File: src/rtl/program_sequencer.sv
// Run-control FSM for the fetch stage: loads a program's entry PC into IF,
// gates PC advance while the program runs, and reports halt/timeout completion.
module program_sequencer #(
  parameter int          NUM_PROGS  = 3,
  parameter logic [7:0]  PROG0_ADDR = 8'd0,
  parameter logic [7:0]  PROG1_ADDR = 8'd64,
  parameter logic [7:0]  PROG2_ADDR = 8'd128,
  parameter logic [7:0]  PROG3_ADDR = 8'd192,
  parameter logic [15:0] TIMEOUT    = 16'd4096
) (
  input  logic        CLK,
  input  logic        Reset,
  input  logic        Req,
  input  logic [1:0]  ProgSel,
  input  logic        Halt,
  output logic        IF_Start,
  output logic [7:0]  IF_Start_Addr,
  output logic        Run,
  output logic        Busy,
  output logic        Done,
  output logic        Timeout,
  output logic        Err,
  output logic [15:0] CycleCount
);

  typedef enum logic [1:0] {S_IDLE, S_LOAD, S_RUN, S_DONE} state_t;

  state_t      state_q, state_d;
  logic [7:0]  addr_q, addr_d;
  logic [15:0] cnt_q, cnt_d;
  logic        tmo_q, tmo_d;
  logic        err_q, err_d;
  logic        sel_ok;

  function automatic logic [7:0] entry_addr(input logic [1:0] sel);
    case (sel)
      2'd0:    entry_addr = PROG0_ADDR;
      2'd1:    entry_addr = PROG1_ADDR;
      2'd2:    entry_addr = PROG2_ADDR;
      default: entry_addr = PROG3_ADDR;
    endcase
  endfunction

  assign sel_ok = (int'(ProgSel) < NUM_PROGS);

  always_comb begin
    state_d = state_q;
    addr_d  = addr_q;
    cnt_d   = cnt_q;
    tmo_d   = tmo_q;
    err_d   = 1'b0;
    case (state_q)
      S_IDLE: begin
        if (Req) begin
          if (sel_ok) begin
            addr_d  = entry_addr(ProgSel);
            cnt_d   = 16'd0;
            tmo_d   = 1'b0;
            state_d = S_LOAD;
          end else begin
            err_d = 1'b1;
          end
        end
      end
      S_LOAD: state_d = S_RUN;
      S_RUN: begin
        // The count includes the exiting cycle; halt takes priority over the watchdog.
        cnt_d = cnt_q + 16'd1;
        if (Halt) begin
          state_d = S_DONE;
        end else if (cnt_q == TIMEOUT - 16'd1) begin
          state_d = S_DONE;
          tmo_d   = 1'b1;
        end
      end
      S_DONE: begin
        if (!Req) state_d = S_IDLE;
      end
      default: state_d = S_IDLE;
    endcase
  end

  always_ff @(posedge CLK) begin
    if (Reset) begin
      state_q <= S_IDLE;
      addr_q  <= 8'd0;
      cnt_q   <= 16'd0;
      tmo_q   <= 1'b0;
      err_q   <= 1'b0;
    end else begin
      state_q <= state_d;
      addr_q  <= addr_d;
      cnt_q   <= cnt_d;
      tmo_q   <= tmo_d;
      err_q   <= err_d;
    end
  end

  assign IF_Start      = (state_q == S_LOAD);
  assign Run           = (state_q == S_RUN);
  assign Busy          = (state_q == S_LOAD) || (state_q == S_RUN);
  assign Done          = (state_q == S_DONE);
  assign Timeout       = tmo_q;
  assign Err           = err_q;
  assign CycleCount    = cnt_q;
  assign IF_Start_Addr = addr_q;

endmodule

File: config.mk
export PLATFORM = sky130hd
export DESIGN_NAME = program_sequencer
export DESIGN_NICKNAME = d
export VERILOG_FILES = /design/src/rtl/program_sequencer.sv
export SDC_FILE = /design/constraint.sdc
export NUM_CORES = 1
export LEC_CHECK = 0
export CORE_MARGIN = 2
export CORE_UTILIZATION = 42
export CTS_CLUSTER_DIAMETER = 100
export CTS_CLUSTER_SIZE = 28
export DETAILED_ROUTE_END_ITERATION = 16
export PLACE_DENSITY = 0.75
export SLEW_MARGIN = 10
export SYNTH_ARGS = -nofsm -noshare
export SYNTH_HDL_FRONTEND = slang
export SYNTH_SLANG_ARGS = --single-unit
File: constraint.sdc
create_clock -name CLK -period 1.8 [get_ports CLK]
set_clock_uncertainty 0.1 [all_clocks]
set_input_delay 0.45 -clock CLK [delete_from_list [all_inputs] [get_ports CLK]]
set_output_delay 0.45 -clock CLK [all_outputs]
set_load 0.1 [all_outputs]
After elaboration in Yosys (flattened, before gate mapping)
Index checks and enable logic that the tools add are counted.
{"block": "word_totals", "word_cells": 46, "out_inout_bits": 30, "reg_bits": 28}
{"block": "op_classes", "muxes": 16, "n_addsub": 1, "n_lt_le_gt_ge": 1, "n_bitwise": 2, "reduce_logical": 9, "eq_ne": 12}
{"cell": "two-way mux 16 bit", "n": 2}
{"cell": "case mux 16 bit (2 select lines)", "n": 1}
{"cell": "case mux 8 bit (3 select lines)", "n": 1}
{"cell": "adder 16 x 1 -> 16 bit (second input constant)", "n": 1}
{"cell": "== test 16 x 12 -> 1 bit (second input constant)", "n": 1}
{"cell": "two-way mux 2 bit", "n": 5}
{"cell": "!= test 2 bit (second input constant)", "n": 4}
{"cell": "case mux 2 bit (4 select lines)", "n": 1}
{"cell": "== test 2 bit (second input constant)", "n": 3}
{"cell": "AND reduction 3 bit", "n": 2}
{"cell": "two-way mux 1 bit", "n": 5}
{"cell": "AND reduction 5 bit", "n": 1}
{"cell": "== test 2 x 1 -> 1 bit (second input constant)", "n": 2}
{"cell": "zero test 2 bit", "n": 2}
{"cell": "AND reduction 4 bit", "n": 1}
{"cell": "!= test 3 x 2 -> 1 bit (second input constant)", "n": 1}
{"cell": "OR reduction 3 bit", "n": 1}
{"cell": "less-than comparator 2 bit (second input constant)", "n": 1}
{"cell": "!= test 2 x 1 -> 1 bit (second input constant)", "n": 1}
{"cell": "NOT 1 bit", "n": 2}
{"cell": "case mux 1 bit (2 select lines)", "n": 1}
{"cell": "nonzero test 2 bit", "n": 1}
{"cell": "logical OR 1 bit", "n": 1}

Logic depth before layout (Yosys ltp)
{"block": "logic_depth", "ltp_word": 4, "mapped_depth": 8}

Worst setup path before layout
OpenSTA, ideal clock, no wires.
{"block": "synth_path", "path_kind": "register to register", "from": "register state_q[0]", "to": "register cnt_q[13], in the netlist CycleCount[13]", "path_stages_with_launch": 8, "arrival_ns": 2.420, "setup_slack_ns": -0.792, "synth_period_minus_slack_ns": 2.592, "required_time_ns": 1.628, "cell_sequence": "dfxtp_1 -> inv_1 -> ha_1 -> nor2b_1 -> a31oi_2 -> buf_2 -> nor4b_1 -> mux2i_1"}
{"block": "synth_between", "elab_chain_len": 3}
{"item": "from (decl)", "line": "28", "text": "state_t state_q, state_d;"}
{"item": "from (signal assigned)", "line": "91", "text": "state_q <= state_d;"}
{"item": "== test 2 bit *"}
{"item": "via Run", "line": "18", "text": "output logic Run,"}
{"item": "nonzero test 2 bit (no source line)"}
{"item": "AND reduction 3 bit (no source line)"}
{"item": "to (signal assigned)", "line": "93", "text": "cnt_q <= cnt_d;"}
{"item": "to (decl)", "line": "30", "text": "logic [15:0] cnt_q, cnt_d;"}
Mark *: on every way through the listed nets, which the timed path passes. The rest lies on a longest branch.
A chain may end at the register's enable or synchronous reset.

Final worst setup path
{"block": "layout_path", "from": "register cnt_q[12], in the netlist CycleCount[12]", "to": "register state_q[0]"}
{"block": "layout_between", "elab_chain_len": 3}
{"item": "== test 16 x 12 -> 1 bit", "line": "71", "text": "end else if (cnt_q == TIMEOUT - 16'd1) begin"}
{"item": "!= test 3 x 2 -> 1 bit (no source line)"}
{"item": "AND reduction 4 bit (no source line)"}
Every way passes these cells.

==> reports/metrics.cfg <==
[outcome]
violations=negative setup slack
status=complete, but fails checks

[worst_setup_path]
worst_r2r_endpoint=state_q[0]
end_kind=register
r2r-start=CycleCount[12]
ff2ff_setup_slack_ns=-0.05
path_max_fanout=3
cp_slowest_cell=or4_4
cp_num_buf_inv=0
max_stage_delay_ns=0.56
cp.required_ns=1.92
crit_type=reg2reg
cp-start-kind=register
cp.arrival_ns=1.97
crit_chain=or4_4 -> nor4_4 -> o21ai_2 -> a221oi_2
critPathTopFamily=simple AND/OR/NAND/NOR gates
rr_worst_depth=4

[floorplanning]
dieArea_mm2=0.00343
coreArea_mm2=0.00278
start_util=0.449
rows=19
ios=36
die_x_um=58.5
die_h_um=58.5

[global_route]
grt_pass1_vias=1439
grt_pass1_wl_mm=6.69
antenna_found_initial=0
grt-ovfl-total=0
grt_use_total=0.256
grt_max_degree=15

[clocking]
clkTransAtPathRegs_ns=0.13
cts.sinks=22
cts_buffers=3
cts_tree=done
cts-root-buf=clkbuf_4
cts_hold_buf=0
clockBufferDepth=2
clk_latency_ns=0.32
cts-htree-levels=1

[synthesis]
mappedNetlistArea_mm2=0.00125
synth-async-reset-ratio=0
syn_inst=145
synth_warnings=0
synthDistinctLibCells=40
synth_edf_count=0
ys.flop_type=dfxtp_1
ys_seq_elements=22
yosysSeqAreaShare=0.353
syn_area_per_cell_um2=8.61

[power]
swShare=0.461
pwr-share-comb=0.612
leakagePower_uw=0.000795
p_int_uw=1280
pwr-share-seq=0.226
p_sw_uw=1100
power_density_mw_per_mm2=1080
ir_drop_mv=1.49
power_frac_clock=0.162

[place]
placedCellCount=218
globalplace.congestion=0.779
hpwl_mm=2.64
numPortBuffers=29
placed_cell_area_mm2=0.00202

[sta]
fin_crit_sh=1.03
final.min_clock_period_ns=1.85
fmax_ghz=0.540
drv_slew=0
tns_ns=-0.0752
hold_violations=0
fin_hold_ws_ns=0.419
rsz0062_at_grt=yes
setup_ws_ns=-0.0509
setup_viol=3

[finish]
drive_above_1_share=0.477
final_common_cell=buf_12
final_util=0.792
antenna_cells=0
num-fill-cells=180
nets=210
syn_to_final_growth_pct=76.5
final_cell_mix=buf_12 (25), buf_4 (21), dfxtp_4 (15), a21oi_1 (15), o31ai_1 (9)
fin_cells=228
design_area_mm2=0.00220

[worst_hold_path]
min_to=CycleCount[1]
hold_path_class=reg2reg
hold_path.startpoint=CycleCount[1]
worstHoldPathCells=2

[drt]
drt_iter0_drc=46
vias=1370
wl_per_cell_um=17.6
routed_wl_mm=4.02
via_per_inst=6.01
drc=0
drtAntennaViolNets=0
first_pass_iters=4

[run]
drv_cap=0

## timing repair
action	4_1_cts	5_1_grt
resized for setup	7	11
pin swaps	1	3
gates cloned	1	0
setup buffers	1	4
setup endpoints to repair	19	18
## cell type report
class	instances	area (um^2)	share of cell area
clock buffers	3	22.5	0.0102
clock inverters	1	30.0	0.0136
inverters	5	18.8	0.00852
multi-input cells	113	860	0.390
flip-flops and latches	22	500	0.227
well taps	31	38.8	0.0176
repair buffers	53	733	0.333
## worst max-delay path by stage
| stage | startpoint | end | slack (ns) | depth (start not counted) |
|---|---|---|---|---|
| 2_1_floorplan | state_q[0] | CycleCount[13] | -0.05 | 7 |
| 3_3_place_gp | ProgSel[0] | CycleCount[1] | -0.30 | 6 |
| 3_5_place_dp | ProgSel[1] | CycleCount[1] | -0.43 | 6 |
| 4_1_cts | CycleCount[13] | state_q[0] | -0.06 | 4 |
| 5_1_grt | CycleCount[12] | state_q[0] | -0.10 | 4 |
| 6_report | CycleCount[12] | state_q[0] | -0.05 | 4 |
## cells by family (layout without fill, tap and decap cells)
| logic type | after synthesis | after routing | share of synthesized area |
|---|---|---|---|
| simple gates | 61 | 61 | 0.307 |
| compound gates | 38 | 39 | 0.198 |
| flops | 22 | 22 | 0.353 |
| buf+inv | 16 | 62 | 0.0711 |
| fa+ha+maj | 6 | 6 | 0.0601 |
| other cells | 1 | 6 | 0.00300 |
| mux | 1 | 1 | 0.00802 |
## cell usage after synthesis (4+ instances only)
cell	number	area share
nand4_1	4	0.020
nor2_1	7	0.021
or4_1	10	0.060
a21oi_1	16	0.064
nand3_1	6	0.024
o31ai_1	9	0.054
inv_1	5	0.015
buf_4	7	0.042
or3_1	4	0.020
nand2_1	9	0.027
ha_1	6	0.060
dfxtp_1	22	0.35
## power by group through the flow
| stage | registers (uW) | clock network (uW) | logic, uW |
|---|---|---|---|
| after floorplan | 627 | 0 | 782 |
| after global placement | 545 | 0 | 1210 |
| after detailed placement | 546 | 0 | 1240 |
| after CTS | 536 | 394 | 1380 |
| after global routing | 542 | 412 | 1510 |
| final | 538 | 387 | 1460 |
## state kept, by name, summed over array words and instances (netlist names)
register,flops
CycleCount,16
Timeout,1
Err,1
state_q,2
IF_Start_Addr,2
## routing by layer
layer  up-vias  routed length [um]  track usage
met3        15                 243       0.0286
met5         -                   0            0
met4         0                 135        0.120
met1       662                1500        0.296
met2        52                2140        0.467
li1        641                   -            -
## tightest hold or removal path, cell delays in order, from the launching register on
cell and delay (ns):
dfxtp_4 0.39, nand2_1 0.06, a21oi_1 0.05
## metrics by stage
step                      total power [uW]  worst slack [ns]
after CTS                             2310           -0.0552
final                                 2380           -0.0509
after global placement                1750            -0.303
after detailed placement              1790            -0.427
after floorplan                       1410           -0.0466
after global routing                  2470            -0.104
(Power assumes the default switching activity.)
